--- config.mk ---
export PLATFORM = sky130hd
export DESIGN_NAME = mem_port_arbiter
export DESIGN_NICKNAME = d
export VERILOG_FILES = /design/src/rtl/mem_port_arbiter.sv
export SDC_FILE = /design/constraint.sdc
export NUM_CORES = 1
export LEC_CHECK = 0
export ABC_AREA = 1
export BUFFER_PORTS_ARGS = -buffer_cell sky130_fd_sc_hd__buf_2
export CORE_ASPECT_RATIO = 2
export CORE_UTILIZATION = 35
export DETAILED_ROUTE_END_ITERATION = 16
export SLEW_MARGIN = 15
export SYNTH_ARGS = -nofsm -noshare
export SYNTH_HDL_FRONTEND = slang
export SYNTH_SLANG_ARGS = --single-unit
export TNS_END_PERCENT = 1
--- constraint.sdc ---
create_clock -name clk -period 1.9 [get_ports clk]
set_input_delay 0 -clock clk [delete_from_list [all_inputs] [get_ports clk]]
set_output_delay 0 -clock clk [all_outputs]
set_load 0.005 [all_outputs]
--- src/rtl/mem_port_arbiter.sv ---
// -----------------------------------------------------------------------------
// mem_port_arbiter
//
// Shares one single-port word memory between the CPU instruction-fetch port
// (i_*) and the CPU data-access port (d_*). Data has fixed priority, but a
// starvation counter forces an instruction grant after STARVE_LIMIT
// consecutive data grants that were taken while a fetch was pending.
//
// Handshake (both requester ports): the requester raises x_req and holds its
// address / write data / byte enables stable until x_ready. x_ready is a
// single-cycle completion pulse; x_rdata is valid with it on reads and holds
// its value afterwards. The memory side sees exactly one m_en cycle per
// transaction; m_rdata is expected MEM_LATENCY cycles after that strobe
// (0 = combinational, valid in the m_en cycle itself).
//
// Ports:
//   clk, rst_n          clock, synchronous active-low reset
//   i_req/i_addr        fetch request and byte address
//   i_ready/i_rdata     fetch completion pulse and fetched word
//   d_req/d_addr        data request and byte address
//   d_wdata/d_wen       store data and byte enables (d_wen == 0 -> load)
//   d_ready/d_rdata     data completion pulse and load word
//   m_en/m_addr         memory strobe and latched address
//   m_wdata/m_wen       memory write data and byte enables (gated by m_en)
//   m_rdata             memory read data
//   busy                high whenever the FSM is not IDLE
//   o_dbg_state         current FSM state (IDLE=0, ISSUE=1, WAIT=2, RESP=3)
//   o_dbg_starve_cnt    current starvation counter
// -----------------------------------------------------------------------------
module mem_port_arbiter #(
    parameter int ADDR_W       = 32,
    parameter int DATA_W       = 32,
    parameter int MEM_LATENCY  = 0,
    parameter int STARVE_LIMIT = 4
) (
    input  logic                  clk,
    input  logic                  rst_n,
    input  logic                  i_req,
    input  logic [ADDR_W-1:0]     i_addr,
    output logic                  i_ready,
    output logic [DATA_W-1:0]     i_rdata,
    input  logic                  d_req,
    input  logic [ADDR_W-1:0]     d_addr,
    input  logic [DATA_W-1:0]     d_wdata,
    input  logic [DATA_W/8-1:0]   d_wen,
    output logic                  d_ready,
    output logic [DATA_W-1:0]     d_rdata,
    output logic                  m_en,
    output logic [ADDR_W-1:0]     m_addr,
    output logic [DATA_W-1:0]     m_wdata,
    output logic [DATA_W/8-1:0]   m_wen,
    input  logic [DATA_W-1:0]     m_rdata,
    output logic                  busy,
    output logic [1:0]            o_dbg_state,
    output logic [3:0]            o_dbg_starve_cnt
);

    localparam int BE_W = DATA_W / 8;
    localparam logic [3:0] STARVE_MAX = 4'(STARVE_LIMIT);
    localparam logic [2:0] LAT_INIT   = 3'(MEM_LATENCY);

    typedef enum logic [1:0] {
        ST_IDLE  = 2'd0,
        ST_ISSUE = 2'd1,
        ST_WAIT  = 2'd2,
        ST_RESP  = 2'd3
    } state_t;

    state_t              r_state;
    state_t              w_state_nxt;

    logic                r_owner_d;     // 1: data port owns the transaction
    logic [ADDR_W-1:0]   r_addr;
    logic [DATA_W-1:0]   r_wdata;
    logic [BE_W-1:0]     r_wen;
    logic [2:0]          r_lat_cnt;
    logic [3:0]          r_starve_cnt;
    logic [DATA_W-1:0]   r_i_rdata;
    logic [DATA_W-1:0]   r_d_rdata;

    logic                w_grant_d;
    logic                w_grant_i;
    logic                w_sample;      // capture m_rdata into the owner's register
    logic                w_is_write;
    logic                w_starved;

    assign w_is_write = (r_wen != '0);
    assign w_starved  = i_req && (r_starve_cnt == STARVE_MAX);

    // -------------------------------------------------------------------------
    // FSM state register
    // -------------------------------------------------------------------------
    always_ff @(posedge clk) begin
        if (!rst_n) begin
            r_state <= ST_IDLE;
        end else begin
            r_state <= w_state_nxt;
        end
    end

    // -------------------------------------------------------------------------
    // Next-state, arbitration and strobe decode
    // -------------------------------------------------------------------------
    always_comb begin
        w_state_nxt = r_state;
        w_grant_d   = 1'b0;
        w_grant_i   = 1'b0;
        w_sample    = 1'b0;
        m_en        = 1'b0;
        i_ready     = 1'b0;
        d_ready     = 1'b0;

        case (r_state)
            ST_IDLE: begin
                // Data wins unless the fetch side has been passed over
                // STARVE_LIMIT times in a row.
                if (d_req && !w_starved) begin
                    w_grant_d = 1'b1;
                end else if (i_req) begin
                    w_grant_i = 1'b1;
                end
                if (w_grant_d || w_grant_i) begin
                    w_state_nxt = ST_ISSUE;
                end
            end
            ST_ISSUE: begin
                m_en = 1'b1;
                if (w_is_write || (MEM_LATENCY == 0)) begin
                    w_sample    = !w_is_write;
                    w_state_nxt = ST_RESP;
                end else begin
                    w_state_nxt = ST_WAIT;
                end
            end
            ST_WAIT: begin
                // Counter value 1 marks the cycle exactly MEM_LATENCY cycles
                // after the strobe; <= guards against a stuck zero.
                if (r_lat_cnt <= 3'd1) begin
                    w_sample    = 1'b1;
                    w_state_nxt = ST_RESP;
                end
            end
            ST_RESP: begin
                i_ready     = !r_owner_d;
                d_ready     = r_owner_d;
                w_state_nxt = ST_IDLE;
            end
            default: begin
                w_state_nxt = ST_IDLE;
            end
        endcase
    end

    // -------------------------------------------------------------------------
    // Request latch, latency / starvation counters, read-data capture
    // -------------------------------------------------------------------------
    always_ff @(posedge clk) begin
        if (!rst_n) begin
            r_owner_d    <= 1'b0;
            r_addr       <= '0;
            r_wdata      <= '0;
            r_wen        <= '0;
            r_lat_cnt    <= 3'd0;
            r_starve_cnt <= 4'd0;
            r_i_rdata    <= '0;
            r_d_rdata    <= '0;
        end else begin
            if (w_grant_d) begin
                r_owner_d <= 1'b1;
                r_addr    <= d_addr;
                r_wdata   <= d_wdata;
                r_wen     <= d_wen;
                if (i_req && (r_starve_cnt != STARVE_MAX)) begin
                    r_starve_cnt <= r_starve_cnt + 4'd1;
                end
            end else if (w_grant_i) begin
                r_owner_d    <= 1'b0;
                r_addr       <= i_addr;
                r_wdata      <= '0;
                r_wen        <= '0;
                r_starve_cnt <= 4'd0;
            end

            if (r_state == ST_ISSUE) begin
                r_lat_cnt <= LAT_INIT;
            end else if (r_state == ST_WAIT) begin
                r_lat_cnt <= r_lat_cnt - 3'd1;
            end

            if (w_sample) begin
                if (r_owner_d) begin
                    r_d_rdata <= m_rdata;
                end else begin
                    r_i_rdata <= m_rdata;
                end
            end
        end
    end

    assign m_addr           = r_addr;
    assign m_wdata          = r_wdata;
    assign m_wen            = m_en ? r_wen : '0;
    assign i_rdata          = r_i_rdata;
    assign d_rdata          = r_d_rdata;
    assign busy             = (r_state != ST_IDLE);
    assign o_dbg_state      = r_state;
    assign o_dbg_starve_cnt = r_starve_cnt;

endmodule

### Yosys cells after proc, flatten, opt, wreduce, memory -nomap -nowiden

Index checks and enable logic that the tools add are counted.

| storage, ports and cells | value |
|---|---|
| register bits after elaboration | 142 |
| bits of input ports | 136 |
| output and inout bits | 142 |
| logic and storage cells | 64 |

| cells by class | value |
|---|---|
| add/sub/neg operators | 2 |
| $lt $le $gt $ge | 1 |
| equal/unequal tests | 8 |
| multiplexer cells | 26 |
| bitwise operators | 2 |
| reductions and logical operators | 16 |

Operator list:

| kind | number |
|---|---|
| 32-bit 2-to-1 mux | 4 |
| 4-bit 2-to-1 mux | 5 |
| 1-bit 2-to-1 mux | 13 |
| 2-bit case mux with 4 select lines | 1 |
| 2-bit AND reduction | 4 |
| 4-bit by 1-bit adder with 4-bit output (second input constant) | 1 |
| 2-bit == test (second input constant) | 2 |
| 4-bit by 3-bit == test with 1-bit output (second input constant) | 1 |
| 2-bit 2-to-1 mux | 2 |
| 2-bit inequality test (second input constant) | 2 |
| 4-bit by 3-bit inequality test with 1-bit output (second input constant) | 1 |
| 2-bit nonzero test | 2 |
| 4-bit nonzero test | 1 |
| 3-bit by 1-bit <= comparator with 1-bit output (second input constant) | 1 |
| 1-bit logical AND | 3 |
| 1-bit zero test | 3 |
| 3-bit by 1-bit subtractor with 3-bit output (second input constant) | 1 |
| 2-bit by 1-bit == test with 1-bit output (second input constant) | 1 |
| 2-bit zero test | 1 |
| 2-bit by 1-bit inequality test with 1-bit output (second input constant) | 1 |
| 1-bit NOT | 2 |
| 1-bit case mux with 2 select lines | 1 |
| 2-bit OR reduction | 1 |
| 1-bit logical OR | 1 |

### Depth between registers and ports, before layout

Gate-level depths: netlist (run 1).

| depth | value |
|---|---|
| depth after elaboration | 9 |
| gate-level depth with buffers | 11 |
| gate-level depth less buffers | 9 |

### Least setup slack after synthesis (run 1)

Ideal clock, no wire load.

| timing path | value |
|---|---|
| path kind | register -> register |
| start | reg r_state[0], in the netlist o_dbg_state[0] |
| end | reg r_d_rdata[13], in the netlist d_rdata[13] |
| library setup time | 0.110 ns |
| arrival time | 1.471 ns |
| required time | 1.790 ns |
| path slack | 0.319 ns |
| cell stages (with the launch flop) | 8 |
| buffers on the path | 2 |
| period minus slack after synthesis | 1.581 ns |
| cell sequence | dfxtp_1 > inv_1 > ha_1 > buf_2 > buf_1 > nand4_1 > nand2_1 > nor2_1 |

| between the ends | value |
|---|---|
| longest elaborated chain between the ends | 3 |
| elaborated cells on any way between the ends | 4 |
| those cells by class | 2 x eq/ne; 1 x mux; 1 x reduce/logical |

Ends and longest elaborated chain:

| element | line | text |
|---|---|---|
| start, declared | 69 | `state_t r_state;` |
| start signal, assigned | 97 | `r_state <= w_state_nxt;` |
| 2-bit == test / 2-bit by 1-bit == test with 1-bit output (equally long branches) | 113 | `case (r_state)` |
| 1-bit case mux with 2 select lines * | 113 |  |
| 2-bit AND reduction (no source line) * | -- |  |
| end signal, assigned | 192 | `r_d_rdata <= m_rdata;` |
| end, declared | 79 | `logic [DATA_W-1:0] r_d_rdata;` |

Mark *: on every way between the ends. The rest lies on a longest branch, timed or not.
A chain may end at the register's enable or synchronous reset.

### Final worst setup path (run 1)

| timing path | value |
|---|---|
| start | reg r_state[1], in the netlist o_dbg_state[1] |
| end | reg r_i_rdata[18], in the netlist i_rdata[18] |

| between the ends | value |
|---|---|
| longest elaborated chain between the ends | 3 |
| elaborated cells on any way between the ends | 4 |
| those cells by class | 2 x eq/ne; 1 x mux; 1 x reduce/logical |

Ends and longest elaborated chain:

| element | line | text |
|---|---|---|
| 2-bit == test / 2-bit by 1-bit == test with 1-bit output (equally long branches) | 113 |  |
| 1-bit case mux with 2 select lines * | 113 |  |
| 2-bit AND reduction (no source line) * | -- |  |
| end signal, assigned | 194 | `r_i_rdata <= m_rdata;` |
| end, declared | 78 | `logic [DATA_W-1:0] r_i_rdata;` |

Marked as above.

==> impl_results.md, run 1 <==
- Status: finished, final reports clean
- Global placement routability congestion: a little over 0.8
- Syn-to-layout area delta: 51.9%
- Number of I/O port buffers: about 280
- Worst Path Required: around 2.2 ns
- Post-route DRC: 0
- Hold Startpoint: d_req
- Clock power share: 0.343
- Post-synthesis register bit count: 142
- Share of final-layout standard cells stronger than drive strength 1: 0.240
- Number of cells traversed by the worst register-to-register path: 9
- Post-synthesis cell type count: 29
- Sequential cell fraction of total power: 0.372
- Net count after synthesis: around 1.2k
- Switching power of the nets: about 3.1 mW
- Setup_tns: 0 ns
- R2r endpoint: i_rdata[18]
- Number of antenna violations at the first check in global routing: 0
- Achievable Freq: approximately 590 MHz
- Max-capacitance violation count: 0
- Vias after detailed routing: 7,450
- Syn_area_per_cell: about 6.7 um2
- Global-route congestion overflow total: 0
- Starting DRT DRC Count: around 170
- Core utilization of the finished layout: 0.545
- Antenna viol nets, final: 0
- Core Footprint: approximately 19,000 um2
- CP max FO: 32
- Post-CTS clock slew at the launch and capture registers of the worst setup and hold paths: 0.06 ns
- Max Clock Skew: slightly below 0.008 ns
- Share of synthesized area occupied by flip-flops and latches: 0.420
- Antenna cells: 0
- Leakage Power: 5.47 nW
- Worst hold path cell count: 4
- Row count: 71
- DIE AREA: roughly 20,000 um2
- Buffer levels on the longest clock path: 2
- # clock sinks: between 100 and 150
- Final period demand of the worst path: between 1.5 and 2 ns
- IO Count: 278
- Internal Dissipation: 6.57 mW
- Synth warnings: 0
- Endpoint of the worst hold path: r_owner_d
- Non-filler cells, final: approximately 1.7k
- Resize count post-CTS: 0
- Via count of the first global-routing pass: 7,318
- Number of hold buffers added after cts: approximately 130
- Worst voltage drop across the vdd grid: around 0.7 mV
- Filler cell count in the final layout: approximately 1.8k
- Most instantiated flip-flop cell in the synthesis netlist: sky130_fd_sc_hd__dfxtp_1
- Share of the synthesized area in the top cell type: 0.420
- Post-synth design cell area: slightly below 7000 um2
- Cell count after placement: 1,491
- Hold/Removal Path Class: input pin to flip-flop
- Largest net degree at the start of global routing: a little under 70
- Average wire per standard cell: roughly 13 um
- HPWL after DPL: roughly 14 mm
- Unrepaired setup endpoints after global routing: false
- CP Class: flip-flop to flip-flop
- Final critical-path share of the clock period: 0.888
- EDFF count, synth: 0
- Reg2Reg Setup Slack: between 0.2 and 0.25 ns
- CTS tree: built
- Worst setup path startpoint: o_dbg_state[1]
- Cell types with the largest area share after synthesis: sky130_fd_sc_hd__dfxtp_1 (42%), sky130_fd_sc_hd__nand2_1 (16%), sky130_fd_sc_hd__inv_1 (12%)
- Ys async rst share: 0
- Max-slew violation count: 0
- Share of total power consumed by net switching: 0.323
- Arrival @ worst endpoint: about 2.0 ns
- NumNets Final: about 1.5k
- Total routing usage reported by global routing: 0.220
- Count of final hold-check violations: 0
- Worst slew margin: 0.727
- Vertical extent of the die: 199 um
- Synthesized netlist cell count: between 1k and 1.5k
- Number of setup violations in the final report: 0
- Power density over the cells: 945 nW/um2
- Final wirelength: 21.8 mm
- Final Total Pwr: around 9.7 mW
- Element type at the critical path end: flip-flop
- Type of element launching the critical path: flip-flop
- Routed via count divided by cell count: approximately 4.5
- Global-route wire length before repair: 34.4 mm
- Number of buffers created by CTS: 17
- Die width: 100 um
- First-pass DRT Iterations: 4
- CTS H-Tree Depth: 4
- Worst-Margin Slew: roughly 0.41 ns
- CTS root buffer: sky130_fd_sc_hd__clkbuf_16
- Leading area contributor after synthesis: sky130_fd_sc_hd__dfxtp_1
- Initial Util: 0.359
- Part of the total power dissipated in combinational logic: 0.285
- Launch point of the worst reg-to-reg path: o_dbg_state[1]
- Post-CTS Setup Inserts: 0
- Clock latency reported for the late side of the worst-skew pair: approximately 0.41 ns
-- how the worst max path moves through the flow --
stage | to | slack, ns | cells past startpoint
after floorplan | d_rdata[13] | 0.32 | 7
after global placement | i_rdata[13] | 0.20 | 8
after detailed placement | i_rdata[13] | 0.18 | 8
after CTS | i_rdata[13] | 0.17 | 8
after global routing | i_rdata[3] | 0.05 | 9
final | i_rdata[18] | 0.21 | 9
-- cell usage in the layout (no fill, tap or decap), drive strengths merged --
cell type    instances
buf                293
xor2                 1
nand3b              32
nand3                7
clkinvlp             3
ha                   7
nor3                 1
inv                216
o21a                 1
dlygate4sd3        134
dfxtp              142
bufinv               2
nand4               64
nand2              283
clkbuf              20
a211oi               1
clkinv               6
or2                  1
o21ai               38
nor2                73
a21oi               77
-- metrics by stage --
| step | setup WS (ns) | cell area (um2) | hold slack [ns] |
|---|---|---|---|
| 3_5_place_dp | 0.183 | 8340 | 0.254 |
| 3_3_place_gp | 0.200 | 8340 | 0.250 |
| 2_1_floorplan | 0.319 | 6760 | 0.143 |
| 6_report | 0.213 | 10300 | 0.137 |
| 4_1_cts | 0.166 | 10300 | 0.123 |
| 5_1_grt | 0.0508 | 10300 | 0.156 |
-- synthesized netlist by cell type, drive strengths merged (7+ instances only) --
| cell type | count |
|---|---|
| nand2 | 283 |
| inv | 215 |
| dfxtp | 142 |
| a21oi | 77 |
| nor2 | 73 |
| nand4 | 64 |
| buf | 53 |
| o21ai | 38 |
| nand3b | 32 |
| clkbuf | 14 |
| ha | 7 |
| nand3 | 7 |
-- routing by layer --
| layer | up-vias | routed length, um | track usage |
|---|---|---|---|
| met1 | 3298 | 7970 | 0.215 |
| li1 | 3825 | - | - |
| met5 | - | 0 | 0 |
| met4 | 0 | 1240 | 0.145 |
| met3 | 71 | 929 | 0.0379 |
| met2 | 256 | 11600 | 0.413 |
-- final cells by class --
cell class / count / area [um2] / area share
Inverter: 215 / 810 / 0.0788
Sequential cell: 142 / 2840 / 0.277
Multi-Input combinational cell: 586 / 2760 / 0.269
Tap cell: 255 / 319 / 0.0311
Clock inverter: 12 / 136 / 0.0133
Clock buffer: 20 / 457 / 0.0445
Timing Repair Buffer: 427 / 2950 / 0.287
-- worst max-delay path, cell delays in order, from the launching register on --
cell and delay [ns]:
sky130_fd_sc_hd__dfxtp_1 0.39, sky130_fd_sc_hd__inv_1 0.10, sky130_fd_sc_hd__ha_1 0.24, sky130_fd_sc_hd__nand3_1 0.15, sky130_fd_sc_hd__nand2_2 0.11, sky130_fd_sc_hd__nand3_2 0.07, sky130_fd_sc_hd__buf_4 0.33, sky130_fd_sc_hd__nand2_1 0.10
sky130_fd_sc_hd__inv_1 0.07, sky130_fd_sc_hd__nor2_1 0.04
-- cell families (layout without fill, tap and decap cells) --
group,count (synthesis),after routing,share of synthesized area
buf+inv,282,674,0.173
simple gates,461,461,0.304
compound gates,117,117,0.0879
fa+ha+maj,7,7,0.0130
flops,142,142,0.420
xor+xnor,1,1,0.00130
-- power by group through the flow --
stage / combinational (mW) / sequential [mW] / clock (mW)
after detailed placement: 2.55 / 3.67 / 0
final: 2.77 / 3.61 / 3.33
after CTS: 2.78 / 3.61 / 3.43
after global routing: 3.13 / 3.66 / 3.54
after floorplan: 1.61 / 3.69 / 0
after global placement: 2.53 / 3.66 / 0
-- sequential cells by signal, summed over array words and instances (netlist names) --
name,flops
m_addr,32
o_dbg_state,2
m_wdata,32
r_owner_d,1
r_lat_cnt,3
d_rdata,32
r_wen,4
o_dbg_starve_cnt,4
i_rdata,32
Note: power is estimated with default switching activity, not from simulation.
==> run 2: changes to the inputs <==
CTS_BUF_LIST = sky130_fd_sc_hd__clkbuf_8   (was unset)
==> run 2 against run 1 <==
  * Final cell count unchanged
  * Largest power group unchanged
  * Setup slack improved by 0.015 ns
  * Critical endpoint is now i_rdata[5]
  * Worst hold slack got worse by 0.038 ns
  * Utilization down 1.0 points
  * Highest routed layer unchanged
==> impl_results.md, run 2 (synthesis results as in run 1) <==
- Status: finished, final reports clean
- Routed via count divided by cell count: 4.46 (-0.78%)
- Slowest cell on crit path: sky130_fd_sc_hd__dfxtp_1
- Vertical extent of the die: 199 um (unchanged)
- DIE AREA: 19,900 um2 (unchanged)
- Switching power of the nets: 3.02 mW (-3.4%)
- Post-CTS clock slew at the launch and capture registers of the worst setup and hold paths: 0.08 ns (+0.02 ns)
- Setup_tns: 0 ns (unchanged)
- CTS H-Tree Depth: 4 (unchanged)
- Kind of cell adding the most delay to the critical path: buffers and inverters
- Number of buffers created by CTS: 17 (unchanged)
- Number of antenna violations at the first check in global routing: 0 (unchanged)
- CP max FO: 32 (unchanged)
- Worst Path Required: 2.24 ns (+0.03 ns)
- Worst-Margin Slew: 0.410 ns (+0.000654 ns)
- Share of final-layout standard cells stronger than drive strength 1: 0.240 (unchanged)
- Average wire per standard cell: 13.1 um (-0.13%)
- Global placement routability congestion: 0.805 (unchanged)
- Die width: 100 um (unchanged)
- Global-route congestion overflow total: 0 (unchanged)
- Largest net degree at the start of global routing: 69 (unchanged)
- Leakage Power: 5.39 nW (-1.5%)
- Internal Dissipation: 5.79 mW (-12%)
- Arrival @ worst endpoint: 2.02 ns (+0.02 ns)
- Most frequent cells in the layout: sky130_fd_sc_hd__nand2_1 (281), sky130_fd_sc_hd__buf_2 (277), sky130_fd_sc_hd__inv_1 (213)
- CP dominant cell by count: sky130_fd_sc_hd__inv_1
- Final period demand of the worst path: 1.67 ns (-0.0148 ns)
- CTS root buffer: sky130_fd_sc_hd__clkbuf_8
- Total routing usage reported by global routing: 0.220 (about the same)
- Count of buffering cells on the critical path with inverters included: 3 (unchanged)
- Filler cell count in the final layout: 1,851 (+0.65%)
- Number of setup violations in the final report: 0 (unchanged)
- Post-CTS Setup Inserts: 0 (unchanged)
- Worst voltage drop across the vdd grid: 0.485 mV (-31%)
- Core Footprint: 18,800 um2 (unchanged)
- IO Count: 278 (unchanged)
- Number of hold buffers added after cts: 134 (unchanged)
- Number of I/O port buffers: 277 (unchanged)
- Power density over the cells: 875 nW/um2 (-7.4%)
- First-pass DRT Iterations: 5 (+1)
- Max-capacitance violation count: 0 (unchanged)
- Initial Util: 0.359 (unchanged)
- Element type at the critical path end: flip-flop
- Count of final hold-check violations: 0 (unchanged)
- Via count of the first global-routing pass: 7,251 (-0.92%)
- Starting DRT DRC Count: 169 (-1.2%)
- CTS tree: built
- Row count: 71 (unchanged)
- Syn-to-layout area delta: 49.1%
- Clock power share: 0.278 (-0.065)
- Sequential cell fraction of total power: 0.409 (+0.037)
- Share of total power consumed by net switching: 0.343 (+0.0203)
- Final Total Pwr: 8.82 mW (-9.1%)
- Final wirelength: 21.8 mm (-0.13%)
- Post-route DRC: 0 (unchanged)
- Max-slew violation count: 0 (unchanged)
- Resize count post-CTS: 0 (unchanged)
- Worst slew margin: 0.727 (about the same)
- Global-route wire length before repair: 34.2 mm (-0.46%)
- Buffer levels on the longest clock path: 2 (unchanged)
- Max incr delay on CP: 0.39 ns (about the same)
- NumNets Final: 1,532 (unchanged)
- Vias after detailed routing: 7,392 (-0.78%)
- Commonest non-fill, non-tap cell in the layout: sky130_fd_sc_hd__nand2_1
- HPWL after DPL: 13.9 mm (unchanged)
- Type of element launching the critical path: flip-flop
- CP Class: flip-flop to flip-flop
- Achievable Freq: 598 MHz (+0.88%)
- Part of the total power dissipated in combinational logic: 0.314 (+0.029)
- Antenna cells: 0 (unchanged)
- List of cells traversed by the critical path: inv_1, ha_1, nand3_1, nand2_2, nand3_2, buf_4, nand2_1, inv_1, nor2_1
- Max Clock Skew: 0.0130 ns (+0.00530 ns)
- Clock latency reported for the late side of the worst-skew pair: 0.45 ns (+0.04 ns)
- Antenna viol nets, final: 0 (unchanged)
- Final critical-path share of the clock period: 0.880 (-0.00778)
- Unrepaired setup endpoints after global routing: false
- # clock sinks: 142 (unchanged)
- Hold/Removal Path Class: input pin to flip-flop
-- run 2: cell count changes in the layout (fill, tap and decap cells not counted) --
cell	delta
sky130_fd_sc_hd__clkbuf_1	-1
sky130_fd_sc_hd__clkbuf_16	-17
sky130_fd_sc_hd__clkbuf_8	+17
sky130_fd_sc_hd__inv_1	+1
-- run 2: worst min-delay path, delay by kind of cell --
family / cells / cell delay (ns)
buffers and inverters: 2 / 0.31
and+or+nand+nor: 1 / 0.10
AOI/OAI and AO/OA: 1 / 0.08
-- run 2: final timing paths --
| path | startpoint | to | slack (ns) | depth (start not counted) |
|---|---|---|---|---|
| worst min register to register | m_wdata[5] | m_wdata[5] | 0.46 | 2 |
| worst max register to register | o_dbg_state[1] | i_rdata[5] | 0.23 | 9 |
| worst min-delay path | d_req | r_owner_d | 0.1 | 4 |
| worst max-delay path | o_dbg_state[1] | i_rdata[5] | 0.23 | 9 |
-- run 2: layout make-up --
class	instances	area (um2)	share of cell area
tap	255	319	0.0317
inverter	215	810	0.0803
clock inverter	13	140	0.0139
multi-input combinational	586	2760	0.274
clock buffer	19	262	0.0259
timing repair buffer	427	2950	0.292
sequential	142	2840	0.282
-- run 2: routing by layer --
layer,vias up,global-route usage,share of wire
li1,3822,-,-
met1,3238,0.216,0.37
met2,263,0.412,0.53
met3,69,0.0387,0.046
met4,0,0.144,0.055
met5,-,0,0
-- run 2: power groups by stage --
stage / clock [mW] / sequential [mW] / combinational (mW)
final: 2.45 / 3.60 / 2.77
after global routing: 2.66 / 3.65 / 3.13
after CTS: 2.55 / 3.61 / 2.78
after detailed placement: 0 / 3.67 / 2.55
after global placement: 0 / 3.66 / 2.53
after floorplan: 0 / 3.69 / 1.61
-- run 2: per-stage QoR --
step / util / instance area (um2) / cells / setup WS (ns) / hold slack (ns)
after global routing: 0.535 / 10100 / 1657 / 0.0532 / 0.102
final: 0.535 / 10100 / 1657 / 0.227 / 0.0988
after floorplan: - / 6760 / 1010 / 0.319 / 0.143
after detailed placement: 0.443 / 8340 / 1491 / 0.183 / 0.254
after CTS: 0.535 / 10100 / 1657 / 0.160 / 0.0693
after global placement: 0.443 / 8340 / 1491 / 0.200 / 0.250
